`config.mk`:
```
export PLATFORM = sky130hd
export DESIGN_NAME = apb_master_bridge
export DESIGN_NICKNAME = d
export VERILOG_FILES = /design/src/rtl/apb_pkg.sv /design/src/rtl/apb_wait_timer.sv /design/src/rtl/apb_master_bridge.sv
export SDC_FILE = /design/constraint.sdc
export NUM_CORES = 1
export LEC_CHECK = 0
export BUFFER_PORTS_ARGS = -buffer_cell sky130_fd_sc_hd__buf_2
export CAP_MARGIN = 20
export CELL_PAD_IN_SITES_DETAIL_PLACEMENT = 1
export CELL_PAD_IN_SITES_GLOBAL_PLACEMENT = 1
export CORE_MARGIN = 5
export CORE_UTILIZATION = 35
export DETAILED_ROUTE_END_ITERATION = 6
export PLACE_DENSITY = 0.91
export SLEW_MARGIN = 0
export SYNTH_ARGS = -nofsm -noshare
export SYNTH_HDL_FRONTEND = slang
export SYNTH_SLANG_ARGS = --single-unit
```
`constraint.sdc`:
```
create_clock -name clk -period 2.45 [get_ports clk]
set_input_delay 0.49 -clock clk [delete_from_list [all_inputs] [get_ports clk]]
set_output_delay 0.49 -clock clk [all_outputs]
set_load 0.02 [all_outputs]
```
`src/rtl/apb_pkg.sv`:
```
// rtl/apb_pkg.sv - shared types, widths and slot decode helper for the APB bridge
//
// Purpose : bridge FSM state encoding, default bus widths, slot-field position
//           and the slot legality check shared with the interconnect decoder.
// Ports   : none (package).

package apb_pkg;

  typedef enum logic [1:0] {
    ST_IDLE   = 2'd0,
    ST_SETUP  = 2'd1,
    ST_ACCESS = 2'd2,
    ST_ERR    = 2'd3
  } state_t;

  localparam int ADDR_W_DEF     = 12;
  localparam int DATA_W_DEF     = 32;
  localparam int NUM_SLAVES_DEF = 6;
  localparam int TIMEOUT_DEF    = 16;

  // Slot field is the top nibble of the address (addr[11:8] for a 12-bit bus).
  localparam int SLOT_W   = 4;
  localparam int SLOT_MSB = ADDR_W_DEF - 1;
  localparam int SLOT_LSB = ADDR_W_DEF - SLOT_W;

  // A slot is legal when it indexes one of the attached slaves.
  function automatic logic slot_legal(input logic [SLOT_W-1:0] slot,
                                      input int unsigned        num_slaves);
    return (int'(slot) < int'(num_slaves));
  endfunction

endpackage

```
`src/rtl/apb_wait_timer.sv`:
```
// rtl/apb_wait_timer.sv - ACCESS-phase wait-state counter with timeout detect
//
// Purpose : counts ACCESS cycles spent waiting for pready. Saturates instead of
//           wrapping. expired is high while the count sits at TIMEOUT-1, i.e.
//           during the TIMEOUT-th waiting ACCESS cycle. TIMEOUT=0 disables it.
// Ports   :
//   clk      in  clock
//   rst_n    in  asynchronous active-low reset
//   clear    in  reset count to zero (synchronous)
//   inc      in  advance count by one (saturating)
//   expired  out count has reached TIMEOUT-1 (never set when TIMEOUT=0)

module apb_wait_timer #(
  parameter int TIMEOUT = 16
) (
  input  logic clk,
  input  logic rst_n,
  input  logic clear,
  input  logic inc,
  output logic expired
);

  localparam int W = (TIMEOUT > 0) ? $clog2(TIMEOUT + 1) : 1;
  localparam logic [W-1:0] LAST = (TIMEOUT > 0) ? W'(TIMEOUT - 1) : '0;
  localparam logic [W-1:0] MAX  = {W{1'b1}};

  logic [W-1:0] count;

  always_ff @(posedge clk or negedge rst_n) begin
    if (!rst_n) begin
      count <= '0;
    end else if (clear) begin
      count <= '0;
    end else if (inc && (count != MAX)) begin
      count <= count + 1'b1;
    end
  end

  assign expired = (TIMEOUT != 0) && (count == LAST);

endmodule

```
`src/rtl/apb_master_bridge.sv`:
```
// rtl/apb_master_bridge.sv - single-beat host request to APB master bridge
//
// Purpose : accepts one valid/ready host request at a time, runs an APB
//           SETUP/ACCESS transfer (or rejects an illegal slot locally), handles
//           wait states with a pready timeout and returns a one-cycle response.
// Ports   :
//   clk, rst_n                       clock, asynchronous active-low reset
//   req_valid/req_ready              host request handshake (ready only in IDLE)
//   req_write/req_addr/req_wdata     request fields
//   resp_valid/resp_rdata/resp_err   one-cycle response pulse, no backpressure
//   paddr/pwrite/pwdata/psel/penable APB master outputs (all registered)
//   pready/prdata/pslverr            APB completion from selected slave

module apb_master_bridge
  import apb_pkg::*;
#(
  parameter int ADDR_W     = ADDR_W_DEF,
  parameter int DATA_W     = DATA_W_DEF,
  parameter int NUM_SLAVES = NUM_SLAVES_DEF,
  parameter int TIMEOUT    = TIMEOUT_DEF
) (
  input  logic              clk,
  input  logic              rst_n,
  input  logic              req_valid,
  output logic              req_ready,
  input  logic              req_write,
  input  logic [ADDR_W-1:0] req_addr,
  input  logic [DATA_W-1:0] req_wdata,
  output logic              resp_valid,
  output logic [DATA_W-1:0] resp_rdata,
  output logic              resp_err,
  output logic [ADDR_W-1:0] paddr,
  output logic              pwrite,
  output logic [DATA_W-1:0] pwdata,
  output logic              psel,
  output logic              penable,
  input  logic              pready,
  input  logic [DATA_W-1:0] prdata,
  input  logic              pslverr
);

  state_t state;
  logic   timer_clear;
  logic   timer_inc;
  logic   timer_expired;
  logic   req_slot_ok;

  assign req_ready   = (state == ST_IDLE);
  assign req_slot_ok = slot_legal(req_addr[ADDR_W-1 -: SLOT_W], NUM_SLAVES);

  // Timer restarts on the way into ACCESS and counts only cycles where the
  // slave is stalling.
  assign timer_clear = (state == ST_SETUP);
  assign timer_inc   = (state == ST_ACCESS) && !pready;

  apb_wait_timer #(
    .TIMEOUT (TIMEOUT)
  ) u_wait_timer (
    .clk     (clk),
    .rst_n   (rst_n),
    .clear   (timer_clear),
    .inc     (timer_inc),
    .expired (timer_expired)
  );

  always_ff @(posedge clk or negedge rst_n) begin
    if (!rst_n) begin
      state      <= ST_IDLE;
      psel       <= 1'b0;
      penable    <= 1'b0;
      pwrite     <= 1'b0;
      paddr      <= '0;
      pwdata     <= '0;
      resp_valid <= 1'b0;
      resp_err   <= 1'b0;
      resp_rdata <= '0;
    end else begin
      // Response is a single-cycle pulse; defaults keep it low otherwise.
      resp_valid <= 1'b0;
      resp_err   <= 1'b0;
      resp_rdata <= '0;

      case (state)
        ST_IDLE: begin
          if (req_valid) begin
            // Address phase is latched even for an illegal slot so paddr
            // reflects the last request; psel only rises for legal slots.
            paddr  <= req_addr;
            pwrite <= req_write;
            pwdata <= req_wdata;
            if (req_slot_ok) begin
              psel  <= 1'b1;
              state <= ST_SETUP;
            end else begin
              state <= ST_ERR;
            end
          end
        end

        ST_SETUP: begin
          penable <= 1'b1;
          state   <= ST_ACCESS;
        end

        ST_ACCESS: begin
          if (pready) begin
            psel       <= 1'b0;
            penable    <= 1'b0;
            resp_valid <= 1'b1;
            resp_err   <= pslverr;
            resp_rdata <= (pwrite || pslverr) ? '0 : prdata;
            state      <= ST_IDLE;
          end else if (timer_expired) begin
            psel       <= 1'b0;
            penable    <= 1'b0;
            resp_valid <= 1'b1;
            resp_err   <= 1'b1;
            state      <= ST_IDLE;
          end
        end

        ST_ERR: begin
          resp_valid <= 1'b1;
          resp_err   <= 1'b1;
          state      <= ST_IDLE;
        end

        default: begin
          state <= ST_IDLE;
        end
      endcase
    end
  end

endmodule

```
==> impl_results.md <==
* Status: finished, final reports clean
* Synth Register Bits at 88
* P_sw at 0.00196 W
* Critical Path AT at 2.22 ns
* Setup TNS at 0 ns
* # port buffers at 163
* Largest net degree at the start of global routing at 56
* GP Congestion at 0.744
* Number of buffers created by CTS at 9
* Most frequent CP cell: ha_1
* Area taken by multi-input logic gates at 0.00102 mm²
* Top-Level Pins at 164
* Nets at 477
* # diodes at 0
* Unrepaired setup endpoints after global routing: no
* DRC at 0
* Clock Skew at 0.0116 ns
* CP endpoint: u_wait_timer.count[2]
* Pins Over Slew Limit at 0
* P&R area growth vs syn at 34.7%
* Row count at 35
* Initial Util at 35.8%
* Seq/Total Area, Yosys at 66.6%
* First-pass GRT wire length at 13300 µm
* Buf+Inv Stages, Crit Path at 0
* Logic pwr share at 38.2%
* Crit end category: register
* Vias at 2402
* Clock-pin slew on the worst setup and hold paths at 0.09 ns
* Die outline width at 107 µm
* CTS HTree Levels at 3
* Final Hold Viols at 0
* CTS Root Cell: clkbuf_8
* Max VDD drop at 0.000563 V
* Core Footprint at 0.00924 mm²
* R2R Path End: u_wait_timer.count[2]
* Clock Path Buffers at 2
* Pwr dens at 1170 mW/mm²
* Number of antenna violations at the first check in global routing at 0
* R2r worst-path depth at 6
* Resized Gates After CTS at 0
* Achievable frequency at 498 MHz
* RR Startpoint: u_wait_timer.count[0]
* Pre-antenna DRT Iters at 4
* Avg Inst Size Synth at 14.7 µm²
* Period utilisation layout at 82.0%
* Vias per Instance at 4.57
* Slowest-stage cell, CP: or3b_2
* Post-Place Cells at 510
* Max Cap Viol at 0
* Reg power frac at 42.7%
* WL final at 8560 µm
* Design area at 0.00445 mm²
* Final ANT Viol Nets at 0
* Worst-skew pair later-pin latency at 0.34 ns
* Most frequent cells in the layout: 162 x buf_2, 88 x dfrtp_1, 45 x mux2_2
* Actual slew at the worst max-slew pin at 0.479 ns
* Final non-filler cell total at 526
* DP HPWL at 6620 µm
* Hold_buf cts at 0
* CTS tree: built
* Fill cells at 1024
* Post-CTS Setup Bufs at 0
* Fraction of layout cells with a size suffix above 1 at 58.4%
* Crit Path Category: register to register
* Total GRT Usage at 14.7%
* Critical Path Source: u_wait_timer.count[0]
* Netlist cell types at 30
* Final Critical Period at 2.01 ns
* WP depth at 6
* Die Area at 0.0115 mm²
* FF/Latch Area at 0.00220 mm²
* Critical path required time at 2.66 ns
* Switching share of power at 37.6%
* Syn_nets at 310
* Final setup violation count at 0
* Final core utilization at 48.2%
* Global route overflow at 0
* Cell Area, Placed at 0.00426 mm²
* Cells after Synth at 225
* Crit-path cells: ha_1 > and3_1 > ha_1 > or3b_2 > o211ai_1 > o311ai_1
* Post-Syn Area at 0.00331 mm²
* Clk sink count at 88
* Critical Path Max Stage Delay at 0.48 ns
* Cell Int Power at 0.00326 W
* Leak at 2.33 nW
* Hold crit path type: input pin to async pin
* Slew Limit Headroom at 68.0%
* Maximum fanout along the worst path at 5
* Die height at 107 µm
* Crit path max-delay family: simple AND/OR/NAND/NOR gates
* Number of global-route vias before repair at 2655
* Leading cell type in the layout, fill and taps excluded: buf_2
* R2R setup slack at 0.44 ns
* Clock power share at 19.1%
* Startpoint types: register
* Detailed Route Iter0 Violations at 76
* Warnings, synthesis at 0
* Drt wl/cell at 16.3 µm
[power groups by stage]
stage	Combinational, W	Clock [W]	Sequential [W]
5_1_grt	0.00213	0.00112	0.00231
3_3_place_gp	0.00196	0	0.00222
2_1_floorplan	0.000766	0	0.00277
6_report	0.00200	0.000997	0.00223
3_5_place_dp	0.00204	0	0.00227
4_1_cts	0.00204	0.00105	0.00224
[final cells by class]
| class | instances | share of cell area [%] |
|---|---|---|
| Timing Repair Buffer | 167 | 19.3 |
| Clock buffer | 10 | 2.87 |
| Inverter | 4 | 0.337 |
| Sequential cell | 88 | 49.4 |
| Tap cell | 129 | 3.62 |
| Clock inverter | 6 | 1.52 |
| Multi-Input combinational cell | 122 | 22.9 |
[worst min-delay path by stage]
stage	startpoint	endpoint	slack (ns)	cells past startpoint
5_1_grt	rst_n	pwdata[7]	0.10	1
3_3_place_gp	rst_n	paddr[8]	0.46	1
6_report	rst_n	paddr[8]	0.08	1
4_1_cts	rst_n	paddr[8]	0.08	1
3_5_place_dp	rst_n	paddr[8]	0.47	1
2_1_floorplan	rst_n	paddr[0]	0.19	0
[synth_stat cells]
cell       instances  area share (%)
dfrtp_1           88              67
mux2_2            45              15
and2_1            32             6.1
a21oi_1            6            0.91
buf_4              6             1.4
nand2_1            6            0.68
nor2_1             6            0.68
o21ai_0            5            0.76
inv_1              4            0.45
clkbuf_2           3            0.45
ha_1               3             1.1
nand3_1            2            0.30
nor4b_1            2            0.53
a2bb2oi_1          1            0.26
and3_1             1            0.19
buf_2              1            0.15
buf_6              1            0.34
nand2b_4           1            0.42
nor2b_1            1            0.19
nor3_1             1            0.15
nor3b_2            1            0.38
nor4b_4            1            0.72
o211ai_1           1            0.23
o21a_1             1            0.23
o311ai_0           1            0.26
o311ai_1           1            0.26
o31a_2             1            0.30
or2_1              1            0.19
or3b_2             1            0.26
or4_1              1            0.23
[flip-flops by register name (all words and copies together) (netlist names)]
signal              count
paddr                  12
penable                 1
psel                    1
pwdata                 32
pwrite                  1
resp_err                1
resp_rdata             32
resp_valid              1
state                   2
u_wait_timer.count      5
[worst reg2reg max path, cell delays in order, from the launching register on]
cell and delay [ns]:
dfrtp_1 0.43, ha_1 0.24, and3_1 0.20, ha_1 0.24, or3b_2 0.48, o211ai_1 0.17
o311ai_1 0.12
[logic make-up (layout without fill, tap and decap cells)]
logic type,after synthesis,after routing,share of synthesized area [%]
AO/OA/AOI/OAI,17,17,3.22
buffers and inverters,15,187,2.76
adder cells (fa/ha/maj),3,3,1.14
multiplexers,45,45,15.3
AND/OR/NAND/NOR,57,57,11.0
flip-flops,88,88,66.6
[routing by layer]
layer / track usage (%) / part of all wire (%) / up-vias
li1: - / - / 1092
met1: 16.5 / 38 / 1180
met4: 5.30 / 1.7 / 0
met5: 0 / 0 / -
met3: 5.30 / 8.9 / 14
met2: 25.5 / 52 / 116
[metrics by stage]
step                power, W  setup WS (ns)  hold WS (ns)
floorplan            0.00354          0.609         0.194
global placement     0.00418          0.569         0.463
detailed placement   0.00431          0.448         0.472
CTS                  0.00533          0.422        0.0847
global route         0.00556          0.377         0.102
finish               0.00522          0.440        0.0823
Power figures use the tool's default switching activity.
